[src/rtl/ifetch_unit_pkg.sv]
// Shared types and constants for the instruction fetch unit.
// Buffer entries are fixed at 32-bit pc/inst fields.
package ifetch_unit_pkg;

    localparam logic [31:0] NOP              = 32'h0000_0013;
    localparam logic [31:0] DEFAULT_RESET_PC = 32'h0000_0000;

    typedef enum logic [1:0] {
        BOOT,
        RUN,
        FULL
    } ifetch_state_t;

    typedef struct packed {
        logic [31:0] pc;
        logic [31:0] inst;
    } ifetch_entry_t;

endpackage

[src/rtl/ifetch_unit_if.sv]
// Fetch-side bus: instruction memory port, redirect request and instruction delivery handshake.
// master is the fetch unit, slave is the memory/core side.
interface ifetch_unit_if #(
    parameter int unsigned WIDTH = 32
);
    logic [WIDTH-3:0] imem_addr_out;
    logic [WIDTH-1:0] imem_data_in;
    logic             redirect_valid_in;
    logic [WIDTH-1:0] redirect_pc_in;
    logic             inst_valid_out;
    logic [WIDTH-1:0] inst_out;
    logic [WIDTH-1:0] inst_pc_out;
    logic             inst_ready_in;

    modport master (
        output imem_addr_out,
        input  imem_data_in,
        input  redirect_valid_in,
        input  redirect_pc_in,
        output inst_valid_out,
        output inst_out,
        output inst_pc_out,
        input  inst_ready_in
    );

    modport slave (
        input  imem_addr_out,
        output imem_data_in,
        output redirect_valid_in,
        output redirect_pc_in,
        input  inst_valid_out,
        input  inst_out,
        input  inst_pc_out,
        output inst_ready_in
    );

endinterface

[src/rtl/ifetch_unit_fifo.sv]
// Instruction buffer: circular queue of DEPTH fetch entries with push/pop/flush.
// Head is read straight from storage, so a pushed entry is visible one cycle later.
module ifetch_fifo
    import ifetch_unit_pkg::*;
#(
    parameter int unsigned DEPTH = 2,
    localparam int unsigned PW   = $clog2(DEPTH),
    localparam int unsigned CW   = $clog2(DEPTH + 1)
) (
    input  logic          clk,
    input  logic          rst_n,
    input  logic          push,
    input  ifetch_entry_t push_entry,
    input  logic          pop,
    input  logic          flush,
    output ifetch_entry_t head,
    output logic          head_valid,
    output logic [CW-1:0] count
);

    ifetch_entry_t mem [DEPTH];
    logic [PW-1:0] rd_ptr;
    logic [PW-1:0] wr_ptr;
    logic          push_ok;
    logic          pop_ok;

    function automatic logic [PW-1:0] next_ptr(input logic [PW-1:0] p);
        return (p == PW'(DEPTH - 1)) ? '0 : p + 1'b1;
    endfunction

    assign pop_ok     = pop & (count != '0);
    assign push_ok    = push & ((count != CW'(DEPTH)) | pop_ok);
    assign head       = mem[rd_ptr];
    assign head_valid = (count != '0);

    always_ff @(posedge clk or negedge rst_n) begin
        if (!rst_n) begin
            rd_ptr <= '0;
            wr_ptr <= '0;
            count  <= '0;
        end else if (flush) begin
            rd_ptr <= '0;
            wr_ptr <= '0;
            count  <= '0;
        end else begin
            if (push_ok) begin
                wr_ptr <= next_ptr(wr_ptr);
            end
            if (pop_ok) begin
                rd_ptr <= next_ptr(rd_ptr);
            end
            count <= count + CW'(push_ok) - CW'(pop_ok);
        end
    end

    // Storage needs no reset: entries are only observed while count covers them.
    always_ff @(posedge clk) begin
        if (push_ok && !flush) begin
            mem[wr_ptr] <= push_entry;
        end
    end

endmodule

[src/rtl/ifetch_unit.sv]
// Instruction fetch unit: sequential PC fetch into a small buffer with redirect and backpressure.
// Optional macro IFETCH_PERF_EN adds the fetch_count_out push counter port.
module ifetch_unit
    import ifetch_unit_pkg::*;
#(
    parameter int unsigned      WIDTH    = 32,
    parameter logic [WIDTH-1:0] RESET_PC = WIDTH'(DEFAULT_RESET_PC),
    parameter int unsigned      DEPTH    = 2
) (
    input  logic         clk,
    input  logic         rst_n,
    ifetch_unit_if.master bus
`ifdef IFETCH_PERF_EN
    ,
    output logic [31:0]  fetch_count_out
`endif
);

    localparam int unsigned CW = $clog2(DEPTH + 1);

    ifetch_state_t    state;
    logic [WIDTH-1:0] pc;
    logic [WIDTH-1:0] target_pc;
    logic [CW-1:0]    count;
    logic [CW-1:0]    count_next;
    ifetch_entry_t    head;
    ifetch_entry_t    wr_entry;
    logic             head_valid;
    logic             redirect;
    logic             pop;
    logic             push;

    assign redirect  = bus.redirect_valid_in;
    assign target_pc = {bus.redirect_pc_in[WIDTH-1:2], 2'b00};
    assign pop       = head_valid & bus.inst_ready_in;
    // RUN implies free space, so a push there never overflows; FULL needs the pop.
    assign push      = ~redirect & ((state == RUN) | ((state == FULL) & pop));
    assign wr_entry  = '{pc: 32'(pc), inst: 32'(bus.imem_data_in)};

    always_comb begin
        count_next = count;
        if (redirect) begin
            count_next = '0;
        end else begin
            count_next = count + CW'(push) - CW'(pop);
        end
    end

    always_ff @(posedge clk or negedge rst_n) begin
        if (!rst_n) begin
            state <= BOOT;
            pc    <= RESET_PC;
        end else begin
            case (state)
                BOOT: begin
                    state <= RUN;
                    if (redirect) begin
                        pc <= target_pc;
                    end
                end
                default: begin
                    if (redirect) begin
                        pc    <= target_pc;
                        state <= RUN;
                    end else begin
                        if (push) begin
                            pc <= pc + WIDTH'(4);
                        end
                        state <= (count_next == CW'(DEPTH)) ? FULL : RUN;
                    end
                end
            endcase
        end
    end

    ifetch_fifo #(
        .DEPTH (DEPTH)
    ) u_fifo (
        .clk        (clk),
        .rst_n      (rst_n),
        .push       (push),
        .push_entry (wr_entry),
        .pop        (pop),
        .flush      (redirect),
        .head       (head),
        .head_valid (head_valid),
        .count      (count)
    );

    assign bus.imem_addr_out  = pc[WIDTH-1:2];
    assign bus.inst_valid_out = head_valid;
    assign bus.inst_out       = head_valid ? WIDTH'(head.inst) : WIDTH'(NOP);
    assign bus.inst_pc_out    = head_valid ? WIDTH'(head.pc) : '0;

`ifdef IFETCH_PERF_EN
    always_ff @(posedge clk or negedge rst_n) begin
        if (!rst_n) begin
            fetch_count_out <= '0;
        end else if (push) begin
            fetch_count_out <= fetch_count_out + 32'd1;
        end
    end
`endif

endmodule

[src/flat_wrapper.sv]
// flat-port wrapper written by rule: the top's interface ports become plain ports
module ifetch_unit_flat import ifetch_unit_pkg::*;
#(
    parameter int unsigned      WIDTH    = 32,
    parameter logic [WIDTH-1:0] RESET_PC = WIDTH'(DEFAULT_RESET_PC),
    parameter int unsigned      DEPTH    = 2
)
  (clk, rst_n, bus_imem_addr_out, bus_imem_data_in, bus_redirect_valid_in, bus_redirect_pc_in, bus_inst_valid_out, bus_inst_out, bus_inst_pc_out, bus_inst_ready_in);
  ifetch_unit_if #(.WIDTH(WIDTH)) bus_i ();
  input  logic clk;
  input  logic rst_n;
  output wire logic [$bits(bus_i.imem_addr_out)-1:0] bus_imem_addr_out;
  input wire logic [$bits(bus_i.imem_data_in)-1:0] bus_imem_data_in;
  input wire logic [$bits(bus_i.redirect_valid_in)-1:0] bus_redirect_valid_in;
  input wire logic [$bits(bus_i.redirect_pc_in)-1:0] bus_redirect_pc_in;
  output wire logic [$bits(bus_i.inst_valid_out)-1:0] bus_inst_valid_out;
  output wire logic [$bits(bus_i.inst_out)-1:0] bus_inst_out;
  output wire logic [$bits(bus_i.inst_pc_out)-1:0] bus_inst_pc_out;
  input wire logic [$bits(bus_i.inst_ready_in)-1:0] bus_inst_ready_in;
  assign bus_imem_addr_out = bus_i.imem_addr_out;
  assign bus_i.imem_data_in = bus_imem_data_in;
  assign bus_i.redirect_valid_in = bus_redirect_valid_in;
  assign bus_i.redirect_pc_in = bus_redirect_pc_in;
  assign bus_inst_valid_out = bus_i.inst_valid_out;
  assign bus_inst_out = bus_i.inst_out;
  assign bus_inst_pc_out = bus_i.inst_pc_out;
  assign bus_i.inst_ready_in = bus_inst_ready_in;
  ifetch_unit #(.WIDTH(WIDTH), .RESET_PC(RESET_PC), .DEPTH(DEPTH)) u_core (.clk(clk), .rst_n(rst_n), .bus(bus_i));
endmodule
[config.mk]
export PLATFORM = sky130hd
export DESIGN_NAME = ifetch_unit_flat
export DESIGN_NICKNAME = d
export VERILOG_FILES = /design/src/rtl/ifetch_unit_pkg.sv /design/src/rtl/ifetch_unit_if.sv /design/src/rtl/ifetch_unit_fifo.sv /design/src/rtl/ifetch_unit.sv /design/src/flat_wrapper.sv
export SDC_FILE = /design/constraint.sdc
export NUM_CORES = 1
export LEC_CHECK = 0
export CORE_ASPECT_RATIO = 1.5
export CORE_MARGIN = 5
export CORE_UTILIZATION = 40
export DETAILED_ROUTE_END_ITERATION = 7
export PLACE_DENSITY_LB_ADDON = 0.2
export SLEW_MARGIN = 0
export SYNTH_ARGS = -nofsm -noshare
export SYNTH_HDL_FRONTEND = slang
export SYNTH_SLANG_ARGS = --single-unit
[constraint.sdc]
create_clock -name clk -period 8.4 [get_ports clk]
set_input_delay 1.68 -clock clk [delete_from_list [all_inputs] [get_ports clk]]
set_output_delay 1.68 -clock clk [all_outputs]
set_load 0.05 [all_outputs]
==> results.sh <==
export IMPL_status="finished clean"
export IMPL_avgSynthCellArea_sq_um=13.2
export IMPL_cp_arrival_ns=2.80
export IMPL_yosysWarningCount=0
export IMPL_final_cell_mix="157 x clkdlybuf4s50_1, 124 x edfxtp_1, 75 x nor2_1"
export IMPL_end_kind="primary output"
export IMPL_grt_use_met1_pct=19.0
export IMPL_grt_busiest_layer="met2"
export IMPL_grt_antenna_before_repair=1
export IMPL_min_path_type="reg2reg"
export IMPL_synth_cells=529
export IMPL_grt_pass1_wl_microns=26200
export IMPL_grt_use_met3_pct=3.55
export IMPL_clkPwrFrac_pct=19.8
export IMPL_gr_usage_met2_pct=29.6
export IMPL_rows=59
export IMPL_die_y_microns=172
export IMPL_yosys_area_top_type_share_pct=53.3
export IMPL_clock_tree_root_cell="clkbuf_16"
export IMPL_track_usage_pct=16.3
export IMPL_synth_edf_count=124
export IMPL_dieArea_sq_mm=0.0203
export IMPL_place_inst=876
export IMPL_via_per_inst=5.27
export IMPL_initial_utilization_pct=40.4
export IMPL_firstDrtPassIters=5
export IMPL_finalCritPeriodShare_pct=53.3
export IMPL_power_density_mw_per_mm2=419
export IMPL_ioPinCount=163
export IMPL_switching_share_pct=43.7
export IMPL_fp_dieW_microns=118
export IMPL_ys_dominant_reg_cell="edfxtp_1"
export IMPL_postCtsHoldBufs=0
export IMPL_postLayoutCellArea_sq_mm=0.00935
export IMPL_drive_above_1_share_pct=9.06
export IMPL_vias=4791
export IMPL_cts_resized=0
export IMPL_clk_pin_slew_worst_paths_ns=0.07
export IMPL_yosysSeqAreaShare_pct=66.2
export IMPL_cts_sinks=160
export IMPL_finalHoldViolCount=0
export IMPL_fmax_ghz=0.223
export IMPL_synth_area_leaders="edfxtp_1 53%, dfrtp_1 13%, mux2i_1 8.9%"
export IMPL_yosys_area_top_type="edfxtp_1"
export IMPL_io_buffers=158
export IMPL_mostFrequentLayoutCell="clkdlybuf4s50_1"
export IMPL_cp_max_fo=63
export IMPL_cts_max_level=4
export IMPL_grt_pass1_vias=4901
export IMPL_relSlewSlack_pct=24.2
export IMPL_drt_total_wl_microns=16700
export IMPL_drtIter0Drc=311
export IMPL_layout_cells_non_filler=909
export IMPL_nNetsFinal=755
export IMPL_p_seq_share_pct=36.0
export IMPL_placed_cell_area_sq_mm=0.00875
export IMPL_synth_seq_cells=160
export IMPL_syn_to_final_growth_pct=33.9
export IMPL_finClkSkew_ns=0.0129
export IMPL_synth_area_sq_mm=0.00698
export IMPL_drc=0
export IMPL_peakVddDrop_mv=0.244
export IMPL_cap_violations=0
export IMPL_tightest_slew_ns=1.14
export IMPL_slew_viol_final=0
export IMPL_internal_power_mw=2.21
export IMPL_grt_overflow_total=0
export IMPL_critical_path_class="reg2out"
export IMPL_clk_latency_ns=0.41
export IMPL_synthArstFlopShare_pct=22.5
export IMPL_p_leak_nw=3.23
export IMPL_grt_max_degree=64
export IMPL_coreArea_sq_mm=0.0173
export IMPL_setup_viol=0
export IMPL_cts_tree="built"
export IMPL_required_ns=6.72
export IMPL_tns_ns=0
export IMPL_rsz0062_at_grt="false"
export IMPL_antenna_left=0
export IMPL_nFillCells=1487
export IMPL_cts_setup_buffers=0
export IMPL_ys_types=63
export IMPL_hpwlAfterDp_microns=11000
export IMPL_start_kind="flip-flop"
export IMPL_cts_made_buffers=17
export IMPL_combPwrFrac_pct=44.1
export IMPL_p_sw_mw=1.71
export IMPL_fin_crit_ns=4.48
export IMPL_wl_per_cell_microns=18.4
export IMPL_cts_path_max_buffers=2
export IMPL_gp_congestion=0.785
-- cell type report --
cell class | instances | area, sq um | share of cell area [%]
Sequential cell | 160 | 4630 | 49.5
Multi-Input combinational cell | 330 | 2200 | 23.5
Timing Repair Buffer | 164 | 1620 | 17.3
Clock buffer | 17 | 425 | 4.55
Tap cell | 213 | 267 | 2.85
Clock inverter | 15 | 170 | 1.82
Inverter | 9 | 38.8 | 0.415
Antenna cell | 1 | 2.50 | 0.0268
-- through the flow --
step	utilization, %	setup slack [ns]	hold WS, ns	power [mW]
final	54.1	3.92	0.554	3.92
after global routing	54.1	3.76	0.577	4.12
after CTS	54.1	3.84	0.555	3.96
after detailed placement	50.7	3.81	0.540	3.18
after global placement	50.7	3.89	0.534	3.14
after floorplan	-	3.03	0.484	2.57
-- power groups by stage --
stage	Combinational [mW]	Sequential, mW	Clock, mW
after floorplan	1.04	1.53	0
after global placement	1.72	1.42	0
after detailed placement	1.74	1.43	0
after CTS	1.75	1.42	0.796
after global routing	1.84	1.45	0.833
final	1.73	1.41	0.778
-- layer usage --
layer | vias to the layer above | part of all wire, %
li1 | 2264 | -
met1 | 2349 | 40
met2 | 162 | 54
met3 | 16 | 4.6
met4 | 0 | 1.8
met5 | - | 0
-- state kept, by name (all words and copies together) (netlist names) --
register / count
u_core.u_fifo.mem: 124
u_core.u_fifo.count: 2
u_core.pc: 30
u_core.u_fifo.wr_ptr: 1
u_core.u_fifo.rd_ptr: 1
u_core.state: 2
-- Yosys cell counts (4+ instances only) --
| cell | number |
|---|---|
| nand3_1 | 11 |
| o21ai_1 | 5 |
| xnor2_1 | 7 |
| buf_1 | 4 |
| mux2i_1 | 62 |
| nor3_1 | 8 |
| a21oi_1 | 26 |
| nand2_1 | 28 |
| o22ai_1 | 5 |
| nand4_1 | 7 |
| o21ai_0 | 14 |
| and2_1 | 4 |
| nor4_2 | 5 |
| ha_1 | 5 |
| clkbuf_1 | 20 |
| nor2_1 | 78 |
| dfrtp_1 | 36 |
| nor2b_1 | 4 |
| a211oi_1 | 4 |
| inv_1 | 8 |
| edfxtp_1 | 124 |
-- path summary, 6_finish.rpt --
kind	startpoint	end	slack, ns	cells past startpoint
setup / recovery	u_core.u_fifo.rd_ptr	bus_inst_pc_out[6]	3.92	3
hold / removal	u_core.pc[31]	u_core.u_fifo.mem[1][63]	0.55	0
setup reg to reg	u_core.u_fifo.count[1]	u_core.state[0]	4.66	13
hold reg to reg	u_core.pc[31]	u_core.u_fifo.mem[1][63]	0.55	0
max in group asynchronous	rst_n	u_core.u_fifo.rd_ptr	6.37	1
min in group asynchronous	rst_n	u_core.pc[9]	1.38	1
-- logic make-up (layout without fill, tap and decap cells) --
family          after synthesis  after routing  share of synthesized area (%)
simple gates                170            170                           12.4
xor+xnor                     10             10                           1.25
flops                       160            160                           66.2
compound gates               80             80                           7.45
fa+ha+maj                     5              5                          0.896
buf+inv                      40            205                           2.69
mux                          63             63                           9.05
other cells                   1              3                         0.0537
-- worst max-delay path: stages, from the launching register on --
cell             delay, ns
dfrtp_4               1.19
mux2i_1               0.21
nor2_1                0.15
clkdlybuf4s50_1       0.82
Power figures use the tool's default switching activity.
